`src/rtl/mul_pipe.sv`:
```
// Pipelined N x N multiplier with RV32M/RV64M high/low modes, valid/ready handshake and flush.
// Partial products are accumulated in carry-save form across the slots; the final add sits in the last slot.
module mul_pipe #(
    parameter int unsigned N      = 32,
    parameter int unsigned STAGES = 3,
    parameter int unsigned TAG_W  = 5
) (
    input  logic             clk,
    input  logic             rst_n,
    input  logic             flush,
    input  logic             in_valid,
    output logic             in_ready,
    input  logic [1:0]       in_mode,
    input  logic [N-1:0]     in_a,
    input  logic [N-1:0]     in_b,
    input  logic [TAG_W-1:0] in_tag,
    output logic             out_valid,
    input  logic             out_ready,
    output logic [N-1:0]     out_result,
    output logic [TAG_W-1:0] out_tag
);

    localparam int unsigned W    = 2 * N + 2;
    localparam int unsigned ROWS = N + 1;
    localparam int unsigned RPS  = (ROWS + STAGES - 1) / STAGES;

    localparam logic [1:0] MODE_MUL    = 2'b00;
    localparam logic [1:0] MODE_MULH   = 2'b01;
    localparam logic [1:0] MODE_MULHSU = 2'b10;

    // Fold partial-product rows [lo, hi) into a (sum, carry) pair with 3:2 compressors.
    // The multiplier's top row has negative weight: it is added inverted, its +1 was injected up front.
    function automatic logic [2*W-1:0] csa_rows(
        input logic [W-1:0]  sum_i,
        input logic [W-1:0]  cry_i,
        input logic [N:0]    a_e,
        input logic [N:0]    b_e,
        input int unsigned   lo,
        input int unsigned   hi
    );
        logic [W-1:0] s, c, p, cn, aw;
        logic [N:0]   bb;
        s  = sum_i;
        c  = cry_i;
        bb = b_e;
        aw = {{(W - N - 1){a_e[N]}}, a_e};
        for (int unsigned j = 0; j < ROWS; j++) begin
            if (j >= lo && j < hi) begin
                p = aw << j;
                if (j == N) p = ~p;
                p  = bb[0] ? p : '0;
                cn = ((s & c) | (s & p) | (c & p)) << 1;
                s  = s ^ c ^ p;
                c  = cn;
            end
            bb = bb >> 1;
        end
        return {s, c};
    endfunction

    logic [STAGES-1:0] vld_q;
    logic [STAGES-1:0] vld_src;
    logic [STAGES-1:0] space;
    logic [W-1:0]      sum_q   [STAGES];
    logic [W-1:0]      cry_q   [STAGES];
    logic [W-1:0]      sum_src [STAGES];
    logic [W-1:0]      cry_src [STAGES];
    logic [W-1:0]      sum_d   [STAGES];
    logic [W-1:0]      cry_d   [STAGES];
    logic [N:0]        a_q     [STAGES];
    logic [N:0]        b_q     [STAGES];
    logic [N:0]        a_src   [STAGES];
    logic [N:0]        b_src   [STAGES];
    logic [1:0]        mode_q  [STAGES];
    logic [1:0]        mode_src[STAGES];
    logic [TAG_W-1:0]  tag_q   [STAGES];
    logic [TAG_W-1:0]  tag_src [STAGES];
    logic [N-1:0]      res_q;
    logic [N-1:0]      res_d;
    logic [2*N-1:0]    prod;
    logic [N:0]        a_ext;
    logic [N:0]        b_ext;
    logic              sign_a;
    logic              sign_b;
    logic              in_fire;
    logic              space_acc;

    // Operand extension to N+1 bits according to the signedness of the mode.
    always_comb begin
        sign_a = (in_mode == MODE_MULH) || (in_mode == MODE_MULHSU);
        sign_b = (in_mode == MODE_MULH);
        a_ext  = {sign_a & in_a[N-1], in_a};
        b_ext  = {sign_b & in_b[N-1], in_b};
    end

    // A slot can take new contents when it or any slot downstream of it is empty, or the output drains.
    always_comb begin
        space_acc = out_ready;
        space     = '0;
        for (int k = int'(STAGES) - 1; k >= 0; k--) begin
            space_acc = space_acc | ~vld_q[k];
            space[k]  = space_acc;
        end
        in_ready = rst_n & ~flush & space[0];
        in_fire  = in_valid & in_ready;
    end

    // Per-slot datapath: source selection, row reduction, final add in the last slot.
    always_comb begin
        vld_src[0]  = in_fire;
        sum_src[0]  = '0;
        cry_src[0]  = W'(b_ext[N]);
        a_src[0]    = a_ext;
        b_src[0]    = b_ext;
        mode_src[0] = in_mode;
        tag_src[0]  = in_tag;
        for (int unsigned k = 1; k < STAGES; k++) begin
            vld_src[k]  = vld_q[k-1];
            sum_src[k]  = sum_q[k-1];
            cry_src[k]  = cry_q[k-1];
            a_src[k]    = a_q[k-1];
            b_src[k]    = b_q[k-1];
            mode_src[k] = mode_q[k-1];
            tag_src[k]  = tag_q[k-1];
        end
        for (int unsigned k = 0; k < STAGES; k++) begin
            {sum_d[k], cry_d[k]} = csa_rows(sum_src[k], cry_src[k], a_src[k], b_src[k],
                                            RPS * k, RPS * (k + 1));
        end
        prod  = (2 * N)'(sum_d[STAGES-1] + cry_d[STAGES-1]);
        res_d = (mode_src[STAGES-1] == MODE_MUL) ? prod[N-1:0] : prod[2*N-1:N];
    end

    always_ff @(posedge clk) begin
        if (!rst_n) begin
            vld_q <= '0;
            res_q <= '0;
            for (int unsigned k = 0; k < STAGES; k++) begin
                sum_q[k]  <= '0;
                cry_q[k]  <= '0;
                a_q[k]    <= '0;
                b_q[k]    <= '0;
                mode_q[k] <= '0;
                tag_q[k]  <= '0;
            end
        end else begin
            for (int unsigned k = 0; k < STAGES; k++) begin
                if (flush) begin
                    vld_q[k] <= 1'b0;
                end else if (space[k]) begin
                    vld_q[k] <= vld_src[k];
                end
                if (space[k] && vld_src[k]) begin
                    sum_q[k]  <= sum_d[k];
                    cry_q[k]  <= cry_d[k];
                    a_q[k]    <= a_src[k];
                    b_q[k]    <= b_src[k];
                    mode_q[k] <= mode_src[k];
                    tag_q[k]  <= tag_src[k];
                end
            end
            if (space[STAGES-1] && vld_src[STAGES-1]) begin
                res_q <= res_d;
            end
        end
    end

    assign out_valid  = vld_q[STAGES-1];
    assign out_result = res_q;
    assign out_tag    = tag_q[STAGES-1];

endmodule

```
`config.mk`:
```
export PLATFORM = sky130hd
export DESIGN_NAME = mul_pipe
export DESIGN_NICKNAME = d
export VERILOG_FILES = /design/src/rtl/mul_pipe.sv
export SDC_FILE = /design/constraint.sdc
export NUM_CORES = 2
export LEC_CHECK = 0
export CORE_MARGIN = 1
export CORE_UTILIZATION = 59
export DETAILED_ROUTE_END_ITERATION = 8
export PLACE_DENSITY = 0.92
export SYNTH_ARGS = -nofsm -noshare
export SYNTH_HDL_FRONTEND = slang
export SYNTH_SLANG_ARGS = --single-unit
```
`constraint.sdc`:
```
create_clock -name clk -period 7.8 [get_ports clk]
set_input_delay 2.34 -clock clk [delete_from_list [all_inputs] [get_ports clk]]
set_output_delay 2.34 -clock clk [all_outputs]
set_load 0.1 [all_outputs]
```
==> impl_metrics.py <==
metrics = {
    "status": {
        "status": "finished, violations left",
        "violations": "setup timing",
    },
    "route": {
        "wirelength_um": 108300,
        "ant_nets": 0,
        "wl_per_cell_um": 20.27,
        "drc_errors": 0,
        "vias_per_cell": 5.683,
        "num_vias": 30360,
        "drt-initial-drc-count": 2311,
        "drt_first_pass_iters": 7,
    },
    "timing": {
        "tightestPinTransition_ns": 1.280,
        "fin_crit_ns": 8.557,
        "fin_crit_sh_pct": 109.7,
        "skew_ns": 0.04336,
        "drv_slew": 0,
        "hold_viol": 0,
        "setup_violations": 30,
        "slew_headroom_pct": 14.65,
        "setup_tns_ns": -15.68,
        "rsz0062_at_grt": "true",
        "timing.fmax_ghz": 0.1169,
        "worst_slack_ns": -0.7570,
    },
    "logic_synthesis": {
        "yosysTopAreaCell": "fa_1",
        "syn_avg_cell_area_um2": 10.63,
        "async_reset_ff_share_pct": 0,
        "yosys_warnings": 0,
        "synthCells": 4177,
        "ys_ff_latch": 316,
        "synth_area_um2": 44390,
        "synthTopCellsByArea": "fa_1 46%, edfxtp_1 19%, and2_1 8.5%",
        "synth_edf_count": 281,
        "synth_cell_types": 71,
        "synth_nets": 5403,
        "synth_seq_area_share_pct": 20.59,
        "synth_flop_cell": "edfxtp_1",
        "yosys.area.top_type_share_pct": 46.05,
    },
    "setup_path": {
        "worstSetupStartpoint": "b_q[0][55]",
        "cp_common_cell": "fa_1",
        "max_stage_delay_ns": 0.56,
        "critical_path_class": "reg2reg",
        "crit_family": "adder cells",
        "cp_num_buf_inv": 7,
        "worst-path-stages": 28,
        "crit_arrival_ns": 9.09,
        "critPathSlowestCell": "fa_2",
        "worstPathMaxFanout": 15,
        "r2r-start": "b_q[0][55]",
        "crit_path_end_kind": "register",
        "r2r_cells": 28,
        "cp-start-kind": "register",
        "worstPathRequired_ns": 8.33,
    },
    "global_route": {
        "antenna_found_initial": 1,
        "gr-usage-all-layers_pct": 28.97,
        "grt_pass1_wl_um": 175600,
        "grt_pass1_vias": 34070,
        "grt_max_degree": 238,
        "grt-ovfl-total": 0,
    },
    "finish": {
        "area_delta_synth_final_pct": 12.27,
        "nFillCells": 4926,
        "fin_nets": 5573,
        "antenna_cells": 0,
        "multi_input_area_um2": 32900,
        "drive_above_1_share_pct": 11.18,
        "final_cells": 5343,
        "seq_area_um2": 9139,
    },
    "flow_run": {
        "maxCapViolations": 0,
    },
    "floorplanning": {
        "die_h_um": 276.3,
        "initial_utilization_pct": 59.62,
        "ios": 115,
        "die_w_um": 276.3,
        "num_rows": 100,
        "die_area_um2": 76330,
        "core_um2": 74450,
    },
    "min_path": {
        "min_from": "out_result[18]",
        "hold_path.class": "reg2reg",
        "min_delay_path_depth": 2,
    },
    "cts": {
        "cts_tree": "yes",
        "cts.path.max_buffers": 3,
        "cts_sinks": 316,
        "clockRootBuffer": "clkbuf_16",
        "numCtsBuffers": 35,
        "insertion_delay_ns": 0.59,
        "clkTransAtPathRegs_ns": 0.08,
        "cts-htree-levels": 2,
    },
    "place": {
        "dpl.cell_count": 5265,
        "dp_slack_ns": -0.9395,
        "port_buffers": 114,
        "hpwlAfterDp_um": 85420,
        "gp_congestion": 0.9122,
    },
}
-- worst reg2reg max path, delay by kind of cell, from the launching register on --
family                   cells  cell delay, ns
adder cells (fa/ha/maj)     12            5.62
buffers and inverters        7            0.87
flip-flops                   1            0.42
AO/OA/AOI/OAI                4            0.65
AND/OR/NAND/NOR              5            0.96
-- per-layer routing --
| layer | global-route usage [%] | routed length [µm] | share of wire [%] | vias to the layer above |
|---|---|---|---|---|
| met5 | 0 | 0 | 0 | - |
| met4 | 11.40 | 4571 | 4.2 | 0 |
| met3 | 3.253 | 6046 | 5.6 | 345 |
| met2 | 52.58 | 57310 | 53 | 1303 |
| met1 | 35.43 | 40370 | 37 | 15600 |
| li1 | - | - | - | 13110 |
-- logic make-up after synthesis --
logic type	synth area share, %
and+or+nand+nor	17.75
adders and majority gates	49.68
buffers and inverters	6.627
DFF	20.59
AOI/OAI and AO/OA	4.101
xor gates and xnor gates	1.125
muxes	0.1212
-- final cells by class --
type	count	share of cell area [%]
Sequential cell	316	18.34
Timing Repair Buffer	404	7.118
Inverter	493	3.728
Tap cell	969	2.433
Multi-Input combinational cell	3097	66.02
Clock inverter	23	0.4670
Clock buffer	41	1.893
-- cells in the final DEF (no fill, tap or decap), drive strengths merged, types with 14 or more instances in the layout --
cell type / n
clkdlybuf4s50: 107
nand3: 30
o21bai: 14
nand2: 790
nand2b: 31
o21ai: 66
nand4: 17
and2: 605
xor2: 22
edfxtp: 281
dfxtp: 35
fa: 1021
ha: 129
buf: 291
a21o: 37
a21oi: 72
xnor2: 35
nor2: 70
a22oi: 19
clkbuf: 43
nor2b: 20
inv: 498
-- cell usage after synthesis (62+ instances only) --
| cell | n |
|---|---|
| nand2_1 | 790 |
| fa_1 | 1021 |
| inv_1 | 493 |
| o21ai_0 | 62 |
| ha_1 | 129 |
| clkbuf_1 | 255 |
| nor2_1 | 70 |
| and2_1 | 604 |
| a21oi_1 | 70 |
| edfxtp_1 | 281 |
-- path summary, 6_finish.rpt --
| kind | endpoint | slack [ns] |
|---|---|---|
| setup / recovery | out_result[22] | -0.76 |
| hold / removal | out_result[18] | 0.50 |
| hold reg to reg | out_result[18] | 0.50 |
| setup reg to reg | out_result[22] | -0.76 |
-- flip-flops by register name (all words and copies together) (netlist names) --
register	count
cry_q	66
tag_q	15
vld_q	3
b_q	33
a_q	66
out_result	32
sum_q	97
mode_q	4
-- timing repair --
item	CTS	global route
cloned	0	2
setup endpoints to repair	49	48
setup buffers	5	7
pin swaps	17	28
hold buffers	0	0
gates resized for setup	72	78
-- stage by stage --
stage                     cell area [µm²]  hold slack (ns)  utilization, %
after floorplan                     44520           0.4465               -
after global placement              48000           0.4572           64.48
after detailed placement            48000           0.4784           64.48
after CTS                           49480           0.4995           66.46
after global routing                49830           0.5312           66.94
final                               49830           0.4951           66.94
Power is not shown: default switching activity piles up to over one toggle a cycle in this logic, so the estimate is an artifact.
